`config.mk`:
```
export PLATFORM = sky130hd
export DESIGN_NAME = fm_dither_modulator_flat
export DESIGN_NICKNAME = d
export VERILOG_FILES = /design/src/rtl/fm_dither_modulator_if.sv /design/src/rtl/fm_dither_modulator.sv /design/src/flat_wrapper.sv
export SDC_FILE = /design/constraint.sdc
export NUM_CORES = 1
export LEC_CHECK = 0
export CORE_MARGIN = 5
export CORE_UTILIZATION = 40
export CTS_CLUSTER_DIAMETER = 200
export DETAILED_ROUTE_END_ITERATION = 7
export PLACE_DENSITY = 0.61
export SLEW_MARGIN = 40
export SYNTH_ARGS = -nofsm -noshare
export SYNTH_HDL_FRONTEND = slang
export SYNTH_SLANG_ARGS = --single-unit
```
`constraint.sdc`:
```
create_clock -name clk -period 11.49 [get_ports clk]
set_clock_uncertainty 0.15 [all_clocks]
set_input_delay 1.149 -clock clk [delete_from_list [all_inputs] [get_ports clk]]
set_output_delay 1.149 -clock clk [all_outputs]
set_load 0.1 [all_outputs]
```
`src/rtl/fm_dither_modulator_if.sv`:
```
// Sample/control bundle between the audio front end and the FM modulator core.
// master drives audio and control and observes the sine code; slave is the core.
interface fm_dither_modulator_if #(
    parameter int A = 8,
    parameter int L = 12,
    parameter int N = 18,
    parameter int D = 4
);
    logic                audio_valid;
    logic signed [A-1:0] audio;
    logic [N-1:0]        acc_inc;
    logic [L-1:0]        df_inc;
    logic [2:0]          dith_fact;
    logic                mute;
    logic [D-1:0]        rf;
    logic                phase_wrap;

    modport master (
        output audio_valid, audio, acc_inc, df_inc, dith_fact, mute,
        input  rf, phase_wrap
    );

    modport slave (
        input  audio_valid, audio, acc_inc, df_inc, dith_fact, mute,
        output rf, phase_wrap
    );
endinterface

```
`src/rtl/fm_dither_modulator.sv`:
```
// FM modulator core: sample latch, deviation scaling, phase accumulator,
// LFSR phase dither and quarter-wave sine lookup, one register per stage.
// The quarter-wave table holds the D=4, M=5 sine codes.
module fm_dither_modulator #(
    parameter int A = 8,
    parameter int L = 12,
    parameter int N = 18,
    parameter int M = 5,
    parameter int D = 4
) (
    input logic                  clk,
    input logic                  rst,
    fm_dither_modulator_if.slave bus
);
    localparam logic [15:0]  LFSR_SEED   = 16'hACE1;
    localparam logic [15:0]  LFSR_TAPS   = 16'hB400;
    localparam logic [M-2:0] QTR_POINT   = (M-1)'(2 ** (M - 2));
    localparam logic [M-1:0] HALF_POINT  = M'(2 ** (M - 1));
    localparam logic [D-1:0] FULL_SCALE  = {D{1'b1}};

    // Codes for addr 0..quarter period; the rest of the wave is folded onto these.
    localparam logic [D-1:0] SINE_QUARTER [0:8] = '{
        4'd8, 4'd9, 4'd10, 4'd12, 4'd13, 4'd14, 4'd14, 4'd15, 4'd15
    };

    logic signed [A-1:0] a_reg;
    logic [N-1:0]        freq_word;
    logic [N-1:0]        phase;
    logic                phase_wrap_reg;
    logic [15:0]         lfsr;
    logic [M-1:0]        addr;
    logic [D-1:0]        rf_reg;

    logic signed [A+L-1:0] a_ext;
    logic signed [A+L-1:0] df_ext;
    logic signed [A+L-1:0] dev;
    logic signed [L:0]     dsc;
    logic [N-1:0]          dsc_ext;
    logic [N-1:0]          freq_next;
    logic [N:0]            acc_sum;
    logic [15:0]           lfsr_next;
    logic [N-M-1:0]        dith;
    logic [N-1:0]          dith_phase;
    logic [M-2:0]          raw_idx;
    logic [M-1:0]          fold_wide;
    logic [M-2:0]          q_idx;
    logic [D-1:0]          quarter_code;
    logic [D-1:0]          sine_next;
    logic                  unused_bits;

    // Deviation: signed audio times unsigned full-scale increment, scaled by 2^-(A-1).
    // The product always fits in A+L bits, so the truncated multiply is exact.
    assign a_ext     = {{L{a_reg[A-1]}}, a_reg};
    assign df_ext    = {{A{1'b0}}, bus.df_inc};
    assign dev       = a_ext * df_ext;
    assign dsc       = dev[A+L-1:A-1];
    assign dsc_ext   = {{(N-L-1){dsc[L]}}, dsc};
    assign freq_next = bus.acc_inc + (bus.mute ? '0 : dsc_ext);

    // Carry out of the accumulator becomes the wrap strobe.
    assign acc_sum   = {1'b0, phase} + {1'b0, freq_word};

    assign lfsr_next = {1'b0, lfsr[15:1]} ^ (lfsr[0] ? LFSR_TAPS : 16'h0000);

    // Dither is always below one address LSB, so it can only nudge addr up by one.
    assign dith       = (bus.dith_fact == 3'd0) ? '0
                      : (lfsr[N-M-1:0] >> (3'd7 - bus.dith_fact));
    assign dith_phase = phase + {{M{1'b0}}, dith};

    // Fold addr onto the quarter wave; the negative half mirrors around the
    // midpoint except at the zero crossing, where 7.5 rounds up to 8 on both halves.
    assign raw_idx      = addr[M-2:0];
    assign fold_wide    = HALF_POINT - {1'b0, raw_idx};
    assign q_idx        = (raw_idx > QTR_POINT) ? fold_wide[M-2:0] : raw_idx;
    assign quarter_code = SINE_QUARTER[q_idx];
    assign sine_next    = (!addr[M-1] || q_idx == '0) ? quarter_code
                                                      : FULL_SCALE - quarter_code;

    assign unused_bits = ^{dev[A-2:0], dith_phase[N-M-1:0]};

    // Pipeline stages 0..4 and the free-running LFSR; reset clears every stage.
    always_ff @(posedge clk) begin
        if (rst) begin
            a_reg          <= '0;
            freq_word      <= '0;
            phase          <= '0;
            phase_wrap_reg <= 1'b0;
            lfsr           <= LFSR_SEED;
            addr           <= '0;
            rf_reg         <= '0;
        end else begin
            if (bus.audio_valid) begin
                a_reg <= bus.audio;
            end
            freq_word                 <= freq_next;
            {phase_wrap_reg, phase}   <= acc_sum;
            lfsr                      <= lfsr_next;
            addr                      <= dith_phase[N-1:N-M];
            rf_reg                    <= sine_next;
        end
    end

    assign bus.rf         = rf_reg;
    assign bus.phase_wrap = phase_wrap_reg;
endmodule

```
`src/flat_wrapper.sv`:
```
// flat-port wrapper written by rule: the top's interface ports become plain ports
module fm_dither_modulator_flat 
#(
    parameter int A = 8,
    parameter int L = 12,
    parameter int N = 18,
    parameter int M = 5,
    parameter int D = 4
)
  (clk, rst, bus_audio_valid, bus_audio, bus_acc_inc, bus_df_inc, bus_dith_fact, bus_mute, bus_rf, bus_phase_wrap);
  fm_dither_modulator_if #(.A(A), .L(L), .N(N), .D(D)) bus_i ();
  input logic clk;
  input logic rst;
  input wire logic [$bits(bus_i.audio_valid)-1:0] bus_audio_valid;
  input wire logic [$bits(bus_i.audio)-1:0] bus_audio;
  input wire logic [$bits(bus_i.acc_inc)-1:0] bus_acc_inc;
  input wire logic [$bits(bus_i.df_inc)-1:0] bus_df_inc;
  input wire logic [$bits(bus_i.dith_fact)-1:0] bus_dith_fact;
  input wire logic [$bits(bus_i.mute)-1:0] bus_mute;
  output wire logic [$bits(bus_i.rf)-1:0] bus_rf;
  output wire logic [$bits(bus_i.phase_wrap)-1:0] bus_phase_wrap;
  assign bus_i.audio_valid = bus_audio_valid;
  assign bus_i.audio = bus_audio;
  assign bus_i.acc_inc = bus_acc_inc;
  assign bus_i.df_inc = bus_df_inc;
  assign bus_i.dith_fact = bus_dith_fact;
  assign bus_i.mute = bus_mute;
  assign bus_rf = bus_i.rf;
  assign bus_phase_wrap = bus_i.phase_wrap;
  fm_dither_modulator #(.A(A), .L(L), .N(N), .M(M), .D(D)) u_core (.clk(clk), .rst(rst), .bus(bus_i));
endmodule
```
**Yosys cells after proc, flatten, opt, wreduce, memory -nomap -nowiden**

Memory sizes are Yosys's and may differ from the RTL's.
Index checks and enable logic that the tools add are counted.
Widths: inputs -> output; s select.

- Add/sub/neg operators: 6
- Multipliers: 1
- Order comparisons: 2
- Shift-type cells: 1
- Mux-type cells: 7
- Bitwise logic cells: 2
- Reductions and logical operators: 4

Operators by type and width:

| cell | count |
|---|---|
| $mul 8x13->20 | 1 |
| $add 18x18->19 | 1 |
| $add 18x13->18 | 1 |
| $add 18x18->18 | 1 |
| $mux 18 | 1 |
| $mux 16 | 1 |
| $mux 4 | 4 |
| $xor 15x16->16 | 1 |
| $mux 13 | 1 |
| $shr 13x3->13 | 1 |
| $ge 5x5->1 const B | 1 |
| $not 4->5 | 1 |
| $gt 4x4->1 const B | 1 |
| $logic_not 4->1 | 1 |
| $sub 1x4->4 const A | 1 |
| $sub 4x4->4 const A | 1 |
| $logic_not 3->1 | 1 |
| $sub 3x3->3 const A | 1 |
| $logic_not 1->1 | 1 |
| $logic_or 1x1->1 | 1 |

- Flip-flop bits (word level): 70
- Memory bits (read-only): 64
- Input bits: 45
- Output and inout port bits: 5
- Logic and storage cells: 31
- Memories: 1

Memory list:

| memory | depth | width | rd ports | clocked after Yosys merged registers in | write ports | RTL line | text |
|---|---|---|---|---|---|---|---|
| (name not given) | 16 | 4 | 1 | 0 | 0 | fm_dither_modulator.sv:75 | `assign quarter_code = SINE_QUARTER[q_idx];` |

**Depth between registers and ports, before layout**

- Word-level depth: 8
- Mapped depth: 28
- Depth with buffers taken out: 27

**Least setup slack after synthesis**

No wires, ideal clock.

- Kind: input port to flip-flop
- Start point: input bus_df_inc[2]
- End point: register u_core.freq_word[17]
- Setup time: 0.125 ns
- Data arrival time: 6.992 ns
- Data required time: 11.215 ns
- Setup slack: 4.223 ns
- Cell stages on the path: 23
- Path buffers: 0
- Cells stage by stage: and2_1 -> fa_1 -> fa_1 -> fa_1 -> inv_1 -> fa_1 -> inv_1 -> ha_1 -> or4_4 -> nor3_2 -> o21bai_2 -> a21o_4 -> a221oi_2 -> xor2_1 -> nor2_1 -> ha_1 -> a21o_1 -> a221o_1 -> a211o_1 -> a31oi_1 -> o21ai_1 -> xor3_1 -> nor2b_1

- Longest elaborated chain between the ends: 3

RTL lines:

| item | RTL line | text |
|---|---|---|
| start: declaration | flat_wrapper.sv:17 | `input wire logic [$bits(bus_i.df_inc)-1:0] bus_df_inc;` |
| $mul 8x13->20 | fm_dither_modulator.sv:55 | `assign dev = a_ext * df_ext;` |
| $mux 18 | fm_dither_modulator.sv:58 | `assign freq_next = bus.acc_inc + (bus.mute ? '0 : dsc_ext);` |
| $add 18x18->18 | fm_dither_modulator.sv:58 |  |
| end signal: assignment | fm_dither_modulator.sv:95 | `freq_word <= freq_next;` |
| end: declaration | fm_dither_modulator.sv:27 | `logic [N-1:0] freq_word;` |

No other way between the ends.
A chain may end at the register's enable or synchronous reset.

**Final worst setup path**

- Start point: input bus_df_inc[3]
- End point: register u_core.freq_word[17]

The elaborated chain is that of the path after synthesis.

==> summary.md <==
| Metric | Value |
|---|---|
| Max Clock Freq | 0.1260 GHz |
| Max-slew violations | 0 |
| CP startpoint | bus_df_inc[3] |
| FP Rows | 50 |
| First-pass GRT wire length | 27030 µm |
| Cell family with most CP delay | adder cells |
| Core Area | around 0.019 mm² |
| CP Data Required Time | about 12 ns |
| CTS tree | built |
| Hold buffer count at CTS | 0 |
| Slew margin rel. | 46.58% |
| P&R area growth vs syn | 12.77% |
| Clock Sinks | 70 |
| Status | finished clean |
| Post-CTS sizing | 0 |
| Root buf cell | clkbuf_16 |
| Pre-CTS WS | 3.192 ns |
| Layout cells sized above 1 | 5.791% |
| Setup TNS Final | 0 ns |
| Syn_area_per_cell | 8.770 µm² |
| Gp weighted congestion | 0.8069 |
| Most common cell on crit path | fa_1 |
| Total congestion overflow | 0 |
| Clk pwr share | 23.7% |
| P_int | 718.7 µW |
| Post-DRT Antenna Nets | 0 |
| Pwr Density | 139.1 mW/mm² |
| Worst setup EP type | register |
| Count leader, synth | inv_1 |
| Vias in the first global route | 5500 |
| R2R depth | 23 |
| Via density | 5.076 |
| Crit path depth | 24 |
| Worst R2R Start | u_core.a_reg[7] |
| Top_reg_cell synth | dfxtp_1 |
| Crit path largest cell delay | 0.64 ns |
| Fillcell total | 1817 |
| FF+latch count, synth | 70 |
| DR pass1 iterations | 4 |
| Die area | 0.02161 mm² |
| 1st-iter DRT viols | about 260 |
| Maxcap violations | 0 |
| Register area share after synthesis | 18.67% |
| Cell taking the most area after synthesis | dfxtp_1 |
| Ys async rst share | 0% |
| Worst r2r dst | u_core.freq_word[17] |
| Top-area cell type share of the netlist area | 18.67% |
| Final worst slack | about 3.6 ns |
| Worst hold-check path type | register to register |
| Tmin final | 7.936 ns |
| Final Instance Area | between 0.008 and 0.009 mm² |
| RSZ-0062 raised after global routing | no |
| H-tree depth | 3 |
| Crit path capture | u_core.freq_word[17] |
| Startpoint types | primary input |
| Antenna diodes | 0 |
| Crit share post-route | between 60% and 70% |
| Crit-path cells | clkdlybuf4s50_1 -> and2_1 -> fa_1 -> fa_1 -> fa_1 -> inv_1 -> fa_1 -> inv_1 -> ha_1 -> or4_4 -> nor3_2 -> o21bai_2 -> a21o_4 -> a221oi_2 -> xor2_1 -> nor2_1 -> ha_1 -> a21o_1 -> a221o_1 -> a211o_1 -> a31oi_1 -> o21ai_1 -> xor3_1 -> nor2b_1 |
| Vias | 5746 |
| Nets | about 1.1k |
| Post-detail-place hpwl | 12870 µm |
| Synth cell types | 69 |
| Synth top cells by count | 98 x inv_1, 94 x ha_1, 75 x nor2_1 |
| Leak | 4.023 nW |
| Post-Syn Area | between 0.007 and 0.008 mm² |
| Setup repair bufs after CTS | 0 |
| Buffers on Ports | 49 |
| Setup slack, reg-to-reg | 4.20 ns |
| Initial Util | between 40% and 50% |
| Largest registers | u_core.freq_word (18), u_core.phase (18), u_core.lfsr (16) |
| Post-synthesis cell count | 856 |
| Crit path buf inv count | 3 |
| CTS Buffer Depth | 2 |
| Post-synth EDFFs | 0 |
| Synth area leaders | dfxtp_1 19%, fa_1 16%, ha_1 16%, and2_1 5.8%, inv_1 4.9% |
| Kind of critical path | primary input to register |
| Worst-Skew Late Latency | around 0.34 ns |
| Worst-Margin Slew | around 0.80 ns |
| Die Ht | around 150 µm |
| CTS Buf Count | 9 |
| Flop pwr share | ~28% |
| Die W | 147.0 µm |
| Largest net degree at the start of global routing | 77 |
| DR DRC count | 0 |
| Top Ports | 50 |
| Initial antenna violation count | 0 |
| Number of hold violations in the final report | 0 |
| Gate power share | 47.9% |
| Wire length per cell | 14.09 µm |
| Maximum fanout along the worst path | 8 |
| Syn_nets | 1056 |
| Net switching power | 458.8 µW |
| CP arrival | 7.98 ns |
| Final WL | around 16000 µm |
| Maximum vdd drop | 72.31 µV |
| Critical path's slowest cell | clkdlybuf4s50_1 |
| Post-DP Area | 0.008169 mm² |
| Total Routing Usage GR | around 15% |
| Switching Share | between 30% and 40% |
| Final setup vio count | 0 |
| Clock Pin Slew Worst Setup and Hold Paths | 0.06 ns |
| YS warnings | 0 |
==> placed cells by master (no fill, tap or decap), types with 11 or more instances in the layout <==
master,netlist,final
a21o_1,18,18
a21oi_1,36,36
a31oi_1,11,11
and2_1,69,69
clkdlybuf4s50_1,0,42
dfxtp_1,70,70
fa_1,61,61
ha_1,94,94
inv_1,98,98
mux2i_1,21,21
nand2_1,40,40
nand2b_1,17,17
nand3_1,11,11
nor2_1,75,75
nor2b_1,32,32
nor3_1,15,15
o21ai_0,21,21
xnor2_1,26,26
xor2_1,16,16
==> through the flow <==
| stage | util, % | hold WS [ns] | power (mW) | std cells |
|---|---|---|---|---|
| 2_1_floorplan | - | 0.2578 | 0.7766 | 856 |
| 3_3_place_gp | 44.10 | 0.2792 | 0.9008 | 1116 |
| 3_5_place_dp | 43.97 | 0.2740 | 0.9043 | 1116 |
| 4_1_cts | 45.59 | 0.2791 | 1.194 | 1132 |
| 5_1_grt | 45.56 | 0.2953 | 1.282 | 1132 |
| 6_report | 45.56 | 0.2785 | 1.177 | 1132 |
==> layout make-up <==
type | count | area [µm²] | area share [%]
inverters | 98 | 367.9 | 4.345
clock buffers | 11 | 242.7 | 2.867
clock inverters | 5 | 58.81 | 0.6946
multi-input cells | 664 | 5639 | 66.61
flip-flops and latches | 70 | 1401 | 16.55
well taps | 234 | 292.8 | 3.458
repair buffers | 50 | 462.9 | 5.469
==> logic make-up after synthesis <==
| logic type | count (synthesis) | synth area share (%) |
|---|---|---|
| buffers and inverters | 122 | 6.217 |
| AND/OR/NAND/NOR | 291 | 20.47 |
| AO/OA/AOI/OAI | 147 | 13.20 |
| flip-flops | 70 | 18.67 |
| adder cells (fa/ha/maj) | 155 | 31.93 |
| XOR/XNOR | 43 | 5.217 |
| multiplexers | 28 | 4.300 |
==> power groups by stage <==
| stage | combinational (mW) | sequential, mW | clock, mW |
|---|---|---|---|
| after detailed placement | 0.563 | 0.341 | 0 |
| after CTS | 0.569 | 0.336 | 0.289 |
| final | 0.564 | 0.335 | 0.279 |
| after global placement | 0.560 | 0.341 | 0 |
| after global routing | 0.641 | 0.342 | 0.299 |
| after floorplan | 0.435 | 0.342 | 0 |
==> worst min-delay path by stage <==
stage	startpoint	to	slack (ns)	cells past startpoint
floorplan	u_core.addr[4]	u_core.bus.rf[3]	0.26	1
global placement	u_core.addr[4]	u_core.bus.rf[3]	0.28	1
detailed placement	u_core.addr[4]	u_core.bus.rf[3]	0.27	1
CTS	u_core.addr[4]	u_core.bus.rf[3]	0.28	1
global route	u_core.addr[4]	u_core.bus.rf[3]	0.30	1
finish	u_core.addr[4]	u_core.bus.rf[3]	0.28	1
==> metal layers <==
metal	global-route usage [%]	routed length (µm)
met5	0	0
met4	4.194	198
met3	1.912	648
met2	23.37	6800
met1	22.38	8301
Note: power is estimated with default switching activity, not from simulation.
